<file path="src/rtl/demux4way16_sched.sv">
// demux4way16_sched
// Routes each accepted word to one of four destinations through a 2-entry
// FIFO of {data, dest}. The FIFO head is presented on the selected output
// with a valid/ready handshake. A head that waits TIMEOUT cycles on a stalled
// destination is dropped and counted in a saturating 8-bit drop counter.
// Outputs are registered. They are loaded from the next-state FIFO head, so a
// new head appears one cycle after its push and follows a pop with no bubble.

module demux4way16_sched #(
    parameter int WIDTH   = 16,
    parameter int TIMEOUT = 15
) (
    input  logic             clk,
    input  logic             rst_n,
    input  logic [WIDTH-1:0] in_data,
    input  logic [1:0]       in_dest,
    input  logic             in_valid,
    output logic             in_ready,
    output logic [WIDTH-1:0] out0,
    output logic [WIDTH-1:0] out1,
    output logic [WIDTH-1:0] out2,
    output logic [WIDTH-1:0] out3,
    output logic [3:0]       out_valid,
    input  logic [3:0]       out_ready,
    output logic [7:0]       drop_count,
    output logic             busy
);

    // The wait counter needs to reach TIMEOUT-1. It is one bit wide when the timeout is disabled.
    localparam int WAIT_W = (TIMEOUT > 1) ? $clog2(TIMEOUT + 1) : 1;
    // Value at which the next stalled edge completes TIMEOUT presented cycles.
    localparam logic [WAIT_W-1:0] WAIT_LAST = WAIT_W'((TIMEOUT > 0) ? TIMEOUT - 1 : 0);

    typedef enum logic {
        IDLE  = 1'b0,
        DRIVE = 1'b1
    } state_t;

    // FIFO storage and bookkeeping
    logic [WIDTH-1:0]  mem_data [2];
    logic [1:0]        mem_dest [2];
    logic              wr_ptr;
    logic              rd_ptr;
    logic [1:0]        count;

    // Scheduler state
    state_t            state;
    logic [WAIT_W-1:0] wait_cnt;
    logic [7:0]        drop_cnt;

    // Registered output image
    logic [3:0]        valid_q;
    logic [WIDTH-1:0]  data_q [4];

    // Combinational decisions for the coming edge
    logic [WIDTH-1:0]  head_data;
    logic [1:0]        head_dest;
    logic              push;
    logic              deliver;
    logic              timeout_hit;
    logic              pop;
    logic [1:0]        count_nxt;
    logic              rd_ptr_nxt;
    logic [WIDTH-1:0]  nxt_data;
    logic [1:0]        nxt_dest;
    logic [3:0]        valid_nxt;
    logic [WIDTH-1:0]  data_nxt [4];

    // Only the registered count gates acceptance. A pop in the same cycle
    // does not open a slot for a push.
    assign in_ready  = (count < 2'd2);
    assign busy      = (count != 2'd0);
    assign head_data = mem_data[rd_ptr];
    assign head_dest = mem_dest[rd_ptr];
    assign push      = in_valid && in_ready;

    // Delivery looks only at the ready bit of the head's destination.
    assign deliver     = (state == DRIVE) && out_ready[head_dest];
    assign timeout_hit = (TIMEOUT != 0) && (state == DRIVE) && !deliver
                         && (wait_cnt == WAIT_LAST);
    assign pop         = deliver || timeout_hit;
    assign rd_ptr_nxt  = pop ? ~rd_ptr : rd_ptr;

    // Next occupancy from the push/pop pair
    always_comb begin
        // NOTE: every always_comb output gets a default first, so no path leaves it unassigned and no latch is inferred.
        count_nxt = count;
        case ({push, pop})
            2'b10:   count_nxt = count + 2'd1;
            2'b01:   count_nxt = count - 2'd1;
            default: count_nxt = count;
        endcase
    end

    // Next head entry. If the slot the head will occupy is being written on this edge, take the incoming word.
    always_comb begin
        nxt_data = mem_data[rd_ptr_nxt];
        nxt_dest = mem_dest[rd_ptr_nxt];
        if (push && (wr_ptr == rd_ptr_nxt)) begin
            nxt_data = in_data;
            nxt_dest = in_dest;
        end
    end

    // Next output image: only the head's destination is driven; all others are zero
    always_comb begin
        valid_nxt = 4'b0000;
        for (int k = 0; k < 4; k++) data_nxt[k] = '0;
        if (count_nxt != 2'd0) begin
            valid_nxt          = 4'b0001 << nxt_dest;
            data_nxt[nxt_dest] = nxt_data;
        end
    end

    // FIFO storage write on an accepted push
    always_ff @(posedge clk) begin
        // NOTE: the storage array has no reset. The cleared count and pointers make stale entries unreachable.
        if (push) begin
            mem_data[wr_ptr] <= in_data;
            mem_dest[wr_ptr] <= in_dest;
        end
    end

    // Scheduler FSM: pointers, occupancy, wait/drop counters and registered outputs
    always_ff @(posedge clk or negedge rst_n) begin
        if (!rst_n) begin
            state    <= IDLE;
            count    <= 2'd0;
            wr_ptr   <= 1'b0;
            rd_ptr   <= 1'b0;
            wait_cnt <= '0;
            drop_cnt <= 8'd0;
            valid_q  <= 4'b0000;
            for (int k = 0; k < 4; k++) data_q[k] <= '0;
        end else begin
            // NOTE: sequential state uses non-blocking assignments, so every register samples pre-edge values.
            count   <= count_nxt;
            rd_ptr  <= rd_ptr_nxt;
            valid_q <= valid_nxt;
            for (int k = 0; k < 4; k++) data_q[k] <= data_nxt[k];

            if (push) wr_ptr <= ~wr_ptr;

            state <= (count_nxt != 2'd0) ? DRIVE : IDLE;

            // The wait counter restarts with each new head and counts stalled cycles
            if (pop) begin
                wait_cnt <= '0;
            end else if ((state == DRIVE) && (wait_cnt != '1)) begin
                wait_cnt <= wait_cnt + 1'b1;
            end

            if (timeout_hit && (drop_cnt != 8'hFF)) begin
                drop_cnt <= drop_cnt + 8'd1;
            end
        end
    end

    assign out_valid  = valid_q;
    assign out0       = data_q[0];
    assign out1       = data_q[1];
    assign out2       = data_q[2];
    assign out3       = data_q[3];
    assign drop_count = drop_cnt;

endmodule

</file>
<file path="config.mk">
export PLATFORM = sky130hd
export DESIGN_NAME = demux4way16_sched
export DESIGN_NICKNAME = d
export VERILOG_FILES = /design/src/rtl/demux4way16_sched.sv
export SDC_FILE = /design/constraint.sdc
export NUM_CORES = 1
export LEC_CHECK = 0
export CORE_ASPECT_RATIO = 0.9
export CORE_MARGIN = 1.5
export CORE_UTILIZATION = 53
export CTS_CLUSTER_DIAMETER = 60
export DETAILED_ROUTE_END_ITERATION = 7
export PLACE_DENSITY_LB_ADDON = 0.3
export SLEW_MARGIN = 20
export SYNTH_ARGS = -nofsm -noshare
export SYNTH_HDL_FRONTEND = slang
export SYNTH_SLANG_ARGS = --single-unit
</file>
<file path="constraint.sdc">
create_clock -name clk -period 9.15 [get_ports clk]
set_clock_uncertainty 0.15 [all_clocks]
set_input_delay 1.83 -clock clk [delete_from_list [all_inputs] [get_ports clk]]
set_output_delay 1.83 -clock clk [all_outputs]
set_load 0.05 [all_outputs]
</file>
==> flow_summary.yaml, run 1 <==
hold_path:
  hp-start: "drop_count[5]"
  worstHoldPathType: "flop to flop"
  worstHoldEndpoint: "drop_count[5]"
  hold_path_depth: 1
global_routing:
  grt_pass1_wl_um: 19900
  grt_util_all_layers_pct: 25.6
  grt_antenna_before_repair: 0
  grt-ovfl-total: 0
  grt_pass1_vias: 3803
  grt_max_degree: 86
final_layout:
  area_growth_syn_to_layout_pct: 31.5
  final_area_mm2: 0.00689
  final_util_pct: 71.3
  drive_gt1_share_pct: 13.3
  nets: 574
  diodes: 0
setup_path:
  worstPathRequired_ns: 9.34
  regToRegEndpoint: "out1[0]"
  r2r_cells: 8
  cp-end-kind: "flop"
  criticalPathCategory: "input port to flop"
  timing.rr.start: "rd_ptr"
  ff2ff_setup_slack_ns: 5.24
  crit_path_start_kind: "input port"
  crit_fanout: 34
  arrival_ns: 5.27
clock_tree:
  cts_resized: 0
  cts_max_level: 4
  clk_latency_ns: 0.52
  clkTransAtPathRegs_ns: 0.06
  ctsHoldBuffers: 0
  cts_tree: "built"
  cts_sinks: 121
  cts_buffer_depth: 2
  cts_setup_buffers: 0
  cts-root-buf: "clkbuf_8"
  numCtsBuffers: 17
power_and_ir_drop:
  p_total_mw: 2.93
  p_int_mw: 1.53
  combinationalPowerShare_pct: 51.9
  p_switching_mw: 1.40
  switching_share_pct: 47.8
  peakVddDrop_uv: 225
  power_frac_clock_pct: 22.1
  seq_power_share_pct: 26.1
  p_leak_nw: 2.92
  p_per_area_mw_per_mm2: 426
synthesis:
  synth_area_leaders: "dfrtp_1 (41%), edfxtp_1 (21%), nor3_2 (5.3%)"
  yosys.cell_types.count: 45
  synthMostInstantiatedCell: "dfrtp_1"
  synth.avg_cell_area_um2: 11.6
  ys_top_cells_by_count: "dfrtp_1 (85), nor2_1 (50), edfxtp_1 (36), nor3_1 (36), nand2_1 (32)"
  synth-seq-cells: 121
  syn-num-nets: 479
  async_flop_share_pct: 70.2
  ys_warn_count: 0
  yosys.area.top_type: "dfrtp_1"
  synth_top_area_share_pct: 40.6
  ys.flop_type: "dfrtp_1"
  syn_inst: 450
  seq_area_frac_synth_pct: 61.2
  netlist_area_mm2: 0.00524
  synth_edf_count: 36
floorplanning:
  die_h_um: 97.3
  num_io_pins: 103
  die-area_mm2: 0.0105
  rows: 34
  dieWidth_um: 108
  core_mm2: 0.00966
  initial_core_util_pct: 54.3
route:
  via_count: 3756
  antenna_left: 0
  drt_pre_antenna_iters: 5
  viasPerCell: 5.49
  wl_per_cell_um: 18.2
  wl_um: 12400
  drc: 0
  drtIter0Drc: 291
placement:
  place_area_mm2: 0.00632
  place.gp.congestion: 0.849
  io_buffer_count: 102
  hpwl_um: 7760
  dp_slack_ns: 3.63
sta:
  tightest_slew_ns: 1.11
  setup_viol: 0
  fmax_mhz: 197
  max_slew_margin_pct: 25.7
  fin_crit_ns: 5.07
  rsz0062_at_grt: "false"
  hold_viol: 0
  fin_ws_ns: 4.08
  fin_setup_tns_ns: 0
  slew_viol_final: 0
  fin_crit_sh_pct: 55.4
job:
  drv_cap: 0
outcome:
  status: "complete, no violations"
-- area by class of cell --
type / count / area (um2)
tap: 126 / 158
clock buffer: 17 / 414
inverter: 24 / 90.1
multi-input combinational: 275 / 1810
sequential: 121 / 3210
fill: 675 / 2770
clock inverter: 15 / 155
timing repair buffer: 106 / 1050
-- worst max-delay path by stage --
stage                     startpoint        to  slack, ns
after CTS                   in_valid   out1[0]       4.10
final                       in_valid   out1[0]       4.08
after detailed placement    in_valid   out1[0]       3.63
after floorplan             in_valid  out3[10]       4.85
after global routing        in_valid   out1[0]       3.83
after global placement      in_valid  out0[15]       3.74
-- flip-flops by register name, indices dropped and copies added, names as in the netlist --
name,count
state,1
count,2
out_valid,4
drop_count,8
mem_data,32
mem_dest,4
out2,16
rd_ptr,1
out0,16
out1,16
out3,16
wait_cnt,4
wr_ptr,1
-- cells by family after synthesis --
kind of cell / after synthesis / synth area share (%)
multiplexers: 18 / 3.70
AND/OR/NAND/NOR: 171 / 17.7
AO/OA/AOI/OAI: 67 / 9.12
flip-flops: 121 / 61.2
buffers and inverters: 54 / 4.82
adder cells (fa/ha/maj): 4 / 0.955
XOR/XNOR: 15 / 2.51
-- power groups by stage --
stage                     Sequential [mW]  Combinational, mW  Clock (mW)
after floorplan                     0.960              0.944           0
after detailed placement            0.772               1.49           0
after global placement              0.769               1.45           0
final                               0.764               1.52       0.647
after CTS                           0.764               1.52       0.651
after global routing                0.777               1.63       0.678
-- metal layers --
metal	wire length, um	GRT usage [%]	vias up
li1	-	-	1765
met1	5370	34.0	1842
met2	6120	40.6	134
met3	727	8.05	15
met4	204	7.59	0
met5	0	0	-
-- cell usage in the layout, fill, tap and decap left out, drive strengths merged, types with 2 or more instances in the layout --
cell type / netlist / layout
ha: 4 / 4
xnor2: 9 / 9
a22oi: 16 / 16
and3: 3 / 3
mux2i: 17 / 17
or2: 2 / 2
a211o: 2 / 2
or3: 2 / 2
and2: 2 / 2
nand2: 32 / 32
o21a: 15 / 15
xor2: 6 / 6
nand3: 5 / 5
nand4: 3 / 3
edfxtp: 36 / 36
nor3: 64 / 64
clkbuf: 13 / 17
o21ai: 19 / 19
buf: 17 / 5
dfrtp: 85 / 85
clkdlybuf4s50: 0 / 101
a21oi: 4 / 4
a221oi: 3 / 3
nor2b: 4 / 4
inv: 24 / 34
clkinv: 0 / 3
a211oi: 2 / 2
nor2: 50 / 50
-- metrics by stage --
stage,instances,hold slack [ns]
after global routing,684,0.381
after CTS,684,0.353
after floorplan,450,0.382
final,684,0.351
after global placement,652,0.326
after detailed placement,652,0.345
-- worst max-delay path: stages --
cell	delay (ns)
clkdlybuf4s50_1	0.45
nor2b_2	0.12
buf_4	0.33
nand2_1	0.47
inv_1	0.73
or3_1	0.26
o311a_2	0.82
nor3_1	0.22
(Power assumes the default switching activity.)
==> run 2, diff against run 1 <==
- CORE_UTILIZATION: 53 -> 47
- clock period: 9.15 -> 4.47 ns (I/O delays scaled with it)
==> flow_summary.yaml, run 2 (same netlist as run 1, synthesis figures left out) <==
floorplanning:
  die-area_mm2: 0.0118
  core_mm2: 0.0109
  initial_core_util_pct: 48.3
  rows: 36
  die_h_um: 103
  num_io_pins: 103
  dieWidth_um: 114
setup_path:
  cp-end-kind: "flop"
  worstPathRequired_ns: 4.55
  ff2ff_setup_slack_ns: 0.90
  crit_fanout: 34
  timing.rr.start: "rd_ptr"
  r2r_cells: 11
  arrival_ns: 3.73
  critPathLaunch: "out_ready[3]"
  regToRegEndpoint: "out2[13]"
  cp_cell_sequence: "clkdlybuf4s50_1 -> nand2_1 -> a22o_1 -> a221oi_2 -> or2_1 -> ha_1 -> xnor2_1 -> nor2_1 -> xnor2_1 -> nand2_1 -> o21ai_4 -> nor3_1"
  criticalPathCategory: "input port to flop"
  max_stage_delay_ns: 0.49
  critPathSlowestCell: "clkdlybuf4s50_1"
  crit_path_start_kind: "input port"
clock_tree:
  cts-root-buf: "clkbuf_16"
  cts_resized: 0
  numCtsBuffers: 17
  cts_setup_buffers: 0
  cts_max_level: 4
  clkTransAtPathRegs_ns: 0.06
  cts_tree: "built"
  cts_buffer_depth: 2
  cts_sinks: 121
  clk_latency_ns: 0.41
  ctsHoldBuffers: 0
final_layout:
  final_area_mm2: 0.00703
  largest_reg_flops: 32
  regMostFlops: "mem_data"
  drive_gt1_share_pct: 14.0
  final_common_cell: "clkdlybuf4s50_1"
  mostFrequentLayoutCells: "clkdlybuf4s50_1 (101), dfrtp_1 (85), nor2_1 (50)"
  diodes: 0
  area_growth_syn_to_layout_pct: 34.2
  final_util_pct: 64.8
  finalNonFillerCells: 717
  nets: 582
global_routing:
  grt_pass1_vias: 3713
  grt_pass1_wl_um: 19000
  grt_max_degree: 86
  grt_util_all_layers_pct: 21.6
  grt_antenna_before_repair: 0
  grt-ovfl-total: 0
placement:
  place_area_mm2: 0.00643
  io_buffer_count: 102
  hpwl_um: 7700
  place.gp.congestion: 0.826
  post-place-cells: 686
hold_path:
  hp-start: "drop_count[5]"
  hold_path_depth: 1
  worstHoldPathType: "flop to flop"
  worstHoldEndpoint: "drop_count[5]"
sta:
  hold_viol: 0
  setup_viol: 0
  fin_crit_ns: 3.65
  tightest_slew_ns: 1.09
  fmax_mhz: 274
  slew_viol_final: 0
  fin_crit_sh_pct: 81.7
  rsz0062_at_grt: "false"
  hold-worst-slack_ns: 0.354
  max_slew_margin_pct: 27.2
  fin_setup_tns_ns: 0
power_and_ir_drop:
  p_per_area_mw_per_mm2: 867
  p_leak_nw: 2.98
  peakVddDrop_uv: 648
route:
  wl_per_cell_um: 16.6
  drtIter0Drc: 265
  via_count: 3727
  viasPerCell: 5.20
  antenna_left: 0
  drt_pre_antenna_iters: 4
  drc: 0
  wl_um: 11900
outcome:
  status: "complete, no violations"
job:
  drv_cap: 0
## run 2: cell types whose count changed in the layout (fill, tap and decap cells not counted), sizes merged
| cell | previous run | this run |
|---|---|---|
| buf | 5 | 13 |
| clkbuf | 17 | 21 |
| clkinv | 3 | 6 |
| clkinvlp | 1 | 0 |
| bufinv | 1 | 2 |
| inv | 34 | 26 |
## run 2: worst max-delay path by stage
stage	endpoint	depth (start not counted)
floorplan	out3[10]	12
global placement	out2[15]	11
detailed placement	out2[13]	12
CTS	out2[13]	12
global route	out2[13]	12
finish	out2[13]	12
## run 2: through the flow
stage / total power, mW / worst slack (ns)
after detailed placement: 4.75 / 0.430
after global routing: 6.46 / 0.652
final: 6.10 / 0.820
after floorplan: 3.90 / 1.10
after global placement: 4.65 / 0.599
after CTS: 6.13 / 0.852
## run 2: report_power, final
part	internal (mW)	total, mW	leakage [nW]	switching [mW]
sequential	1.42	1.56	1.47	0.140
combinational	1.04	3.17	1.21	2.13
clock	0.883	1.37	0.298	0.483
## run 2: area by class of cell
class	instances	area, um2
clock inverters	10	114
inverters	24	90.1
multi-input cells	275	1810
repair buffers	114	1140
fillers	830	3820
clock buffers	21	483
well taps	152	190
flip-flops and latches	121	3210
## run 2: per-layer routing
metal	up-vias	global-route usage, %	share of wire [%]
li1	1780	-	-
met5	-	0	0
met4	0	8.75	1.3
met2	107	34.4	49
met1	1829	28.4	45
met3	11	6.06	5.3
## run 2: critical path, delay by kind of cell
| kind | cells | cell delay [ns] |
|---|---|---|
| AO/OA/AOI/OAI | 3 | 1.06 |
| XOR/XNOR | 2 | 0.36 |
| adder cells (fa/ha/maj) | 1 | 0.22 |
| AND/OR/NAND/NOR | 5 | 0.71 |
| buffers and inverters | 1 | 0.49 |
==> run 3, diff against run 2 <==
- clock period: 4.47 -> 3.25 ns (I/O delays scaled with it)
==> flow_summary.yaml, run 3 (same netlist as run 1, synthesis figures left out) <==
global_routing:
  grt_max_degree: 86
  grt_antenna_before_repair: 0
  grt_pass1_vias: 3867
  grt_pass1_wl_um: 19500
  grt_util_all_layers_pct: 22.1
  grt-ovfl-total: 0
setup_path:
  ff2ff_setup_slack_ns: 0.21
  regToRegEndpoint: "out3[0]"
  crit_fanout: 33
  r2r_cells: 12
  critPathSlowestCell: "clkdlybuf4s50_1"
  cp_cell_sequence: "clkdlybuf4s50_1 -> nand2_1 -> a22o_1 -> buf_4 -> a31o_1 -> a211oi_4 -> buf_12 -> buf_4 -> mux2i_1 -> a22oi_1 -> buf_4 -> nor3_1"
  critPathLaunch: "out_ready[3]"
  cp-end-kind: "flop"
  max_stage_delay_ns: 0.48
  worstPathRequired_ns: 3.40
  criticalPathCategory: "input port to flop"
  crit_path_start_kind: "input port"
  crit_path_frequent_cell: "buf_4"
  timing.rr.start: "rd_ptr"
  arrival_ns: 3.24
placement:
  io_buffer_count: 102
  dp_slack_ns: -0.167
  place.gp.congestion: 0.820
  hpwl_um: 8190
  post-place-cells: 711
job:
  drv_cap: 0
clock_tree:
  cts_setup_buffers: 0
  cts-root-buf: "clkbuf_16"
  cts_sinks: 121
  cts_max_level: 4
  cts_resized: 0
  clk_latency_ns: 0.41
  cts_buffer_depth: 2
  ctsHoldBuffers: 0
  cts_tree: "built"
  clkTransAtPathRegs_ns: 0.06
  numCtsBuffers: 17
sta:
  setup_viol: 0
  fin_ws_ns: 0.164
  fmax_mhz: 324
  tightest_slew_ns: 0.761
  max_slew_margin_pct: 49.3
  fin_crit_ns: 3.09
  fin_crit_sh_pct: 95.0
  slew_viol_final: 0
  rsz0062_at_grt: "false"
  hold_viol: 0
final_layout:
  regMostFlops: "mem_data"
  multi_input_area_mm2: 0.00181
  finalNonFillerCells: 743
  drive_gt1_share_pct: 18.1
  fillCellCount: 791
  nets: 607
  final_common_cell: "clkdlybuf4s50_1"
  final_util_pct: 66.9
  area_growth_syn_to_layout_pct: 38.7
  largest_reg_flops: 32
  diodes: 0
  regArea_mm2: 0.00321
  mostFrequentLayoutCells: "clkdlybuf4s50_1 (101), dfrtp_1 (85), nor2_1 (50)"
route:
  met2_wirelength_um: 6160
  drtIter0Drc: 248
  dr_wl_met3_um: 579
  antenna_left: 0
  drc: 0
  routed.top_layer: "met4"
  wl_um: 12300
  drt_pre_antenna_iters: 5
  wl_per_cell_um: 16.6
  viasPerCell: 5.19
  via_count: 3857
  m1WireLength_um: 5390
floorplanning:
  rows: 36
  core_mm2: 0.0109
  die_h_um: 103
  initial_core_util_pct: 48.3
  die-area_mm2: 0.0118
  dieWidth_um: 114
  num_io_pins: 103
power_and_ir_drop:
  peakVddDrop_uv: 875
  p_per_area_mw_per_mm2: 1240
  p_leak_nw: 3.11
hold_path:
  worstHoldPathType: "input port to async pin"
outcome:
  status: "complete, no violations"
-- run 3: critical path: cells and delay by family --
kind / cells / cell delay (ns)
AND/OR/NAND/NOR: 2 / 0.30
buffers and inverters: 5 / 1.19
AO/OA/AOI/OAI: 4 / 0.84
multiplexers: 1 / 0.23
-- run 3: metrics by stage --
stage / hold WS, ns / power (mW) / instance area [um2] / TNS [ns]
after floorplan: 0.204 / 5.36 / 5240 / 0
after global placement: 0.326 / 7.04 / 6680 / -2.76
after detailed placement: 0.333 / 7.18 / 6680 / -5.87
after CTS: 0.316 / 9.04 / 7260 / 0
after global routing: 0.192 / 9.47 / 7270 / 0
final: 0.114 / 8.99 / 7270 / 0
-- run 3: area by class of cell --
class	instances	area share, %
flip-flops and latches	121	44.1
well taps	152	2.62
clock buffers	17	5.85
clock inverters	15	2.12
inverters	24	1.24
repair buffers	139	19.1
multi-input cells	275	24.9
-- run 3: how the worst max path moves through the flow --
| stage | to | slack (ns) | depth (start not counted) |
|---|---|---|---|
| after global routing | out3[0] | 0.02 | 12 |
| final | out3[0] | 0.16 | 12 |
| after floorplan | out3[10] | 0.13 | 12 |
| after CTS | out3[0] | 0.20 | 12 |
| after detailed placement | out2[2] | -0.17 | 13 |
| after global placement | out3[15] | -0.09 | 12 |
-- run 3: power by group --
| group | switching, mW | leakage [nW] | total, mW | internal (mW) |
|---|---|---|---|---|
| clock | 0.791 | 0.278 | 1.81 | 1.02 |
| sequential | 0.147 | 1.47 | 2.10 | 1.95 |
| combinational | 3.11 | 1.36 | 5.08 | 1.97 |
| total | 4.05 | 3.11 | 8.99 | 4.94 |
-- run 3: metal layers --
metal | GRT usage, % | vias up
li1 | - | 1823
met2 | 36.3 | 110
met3 | 4.43 | 15
met5 | 0 | -
met4 | 9.62 | 0
met1 | 29.1 | 1909
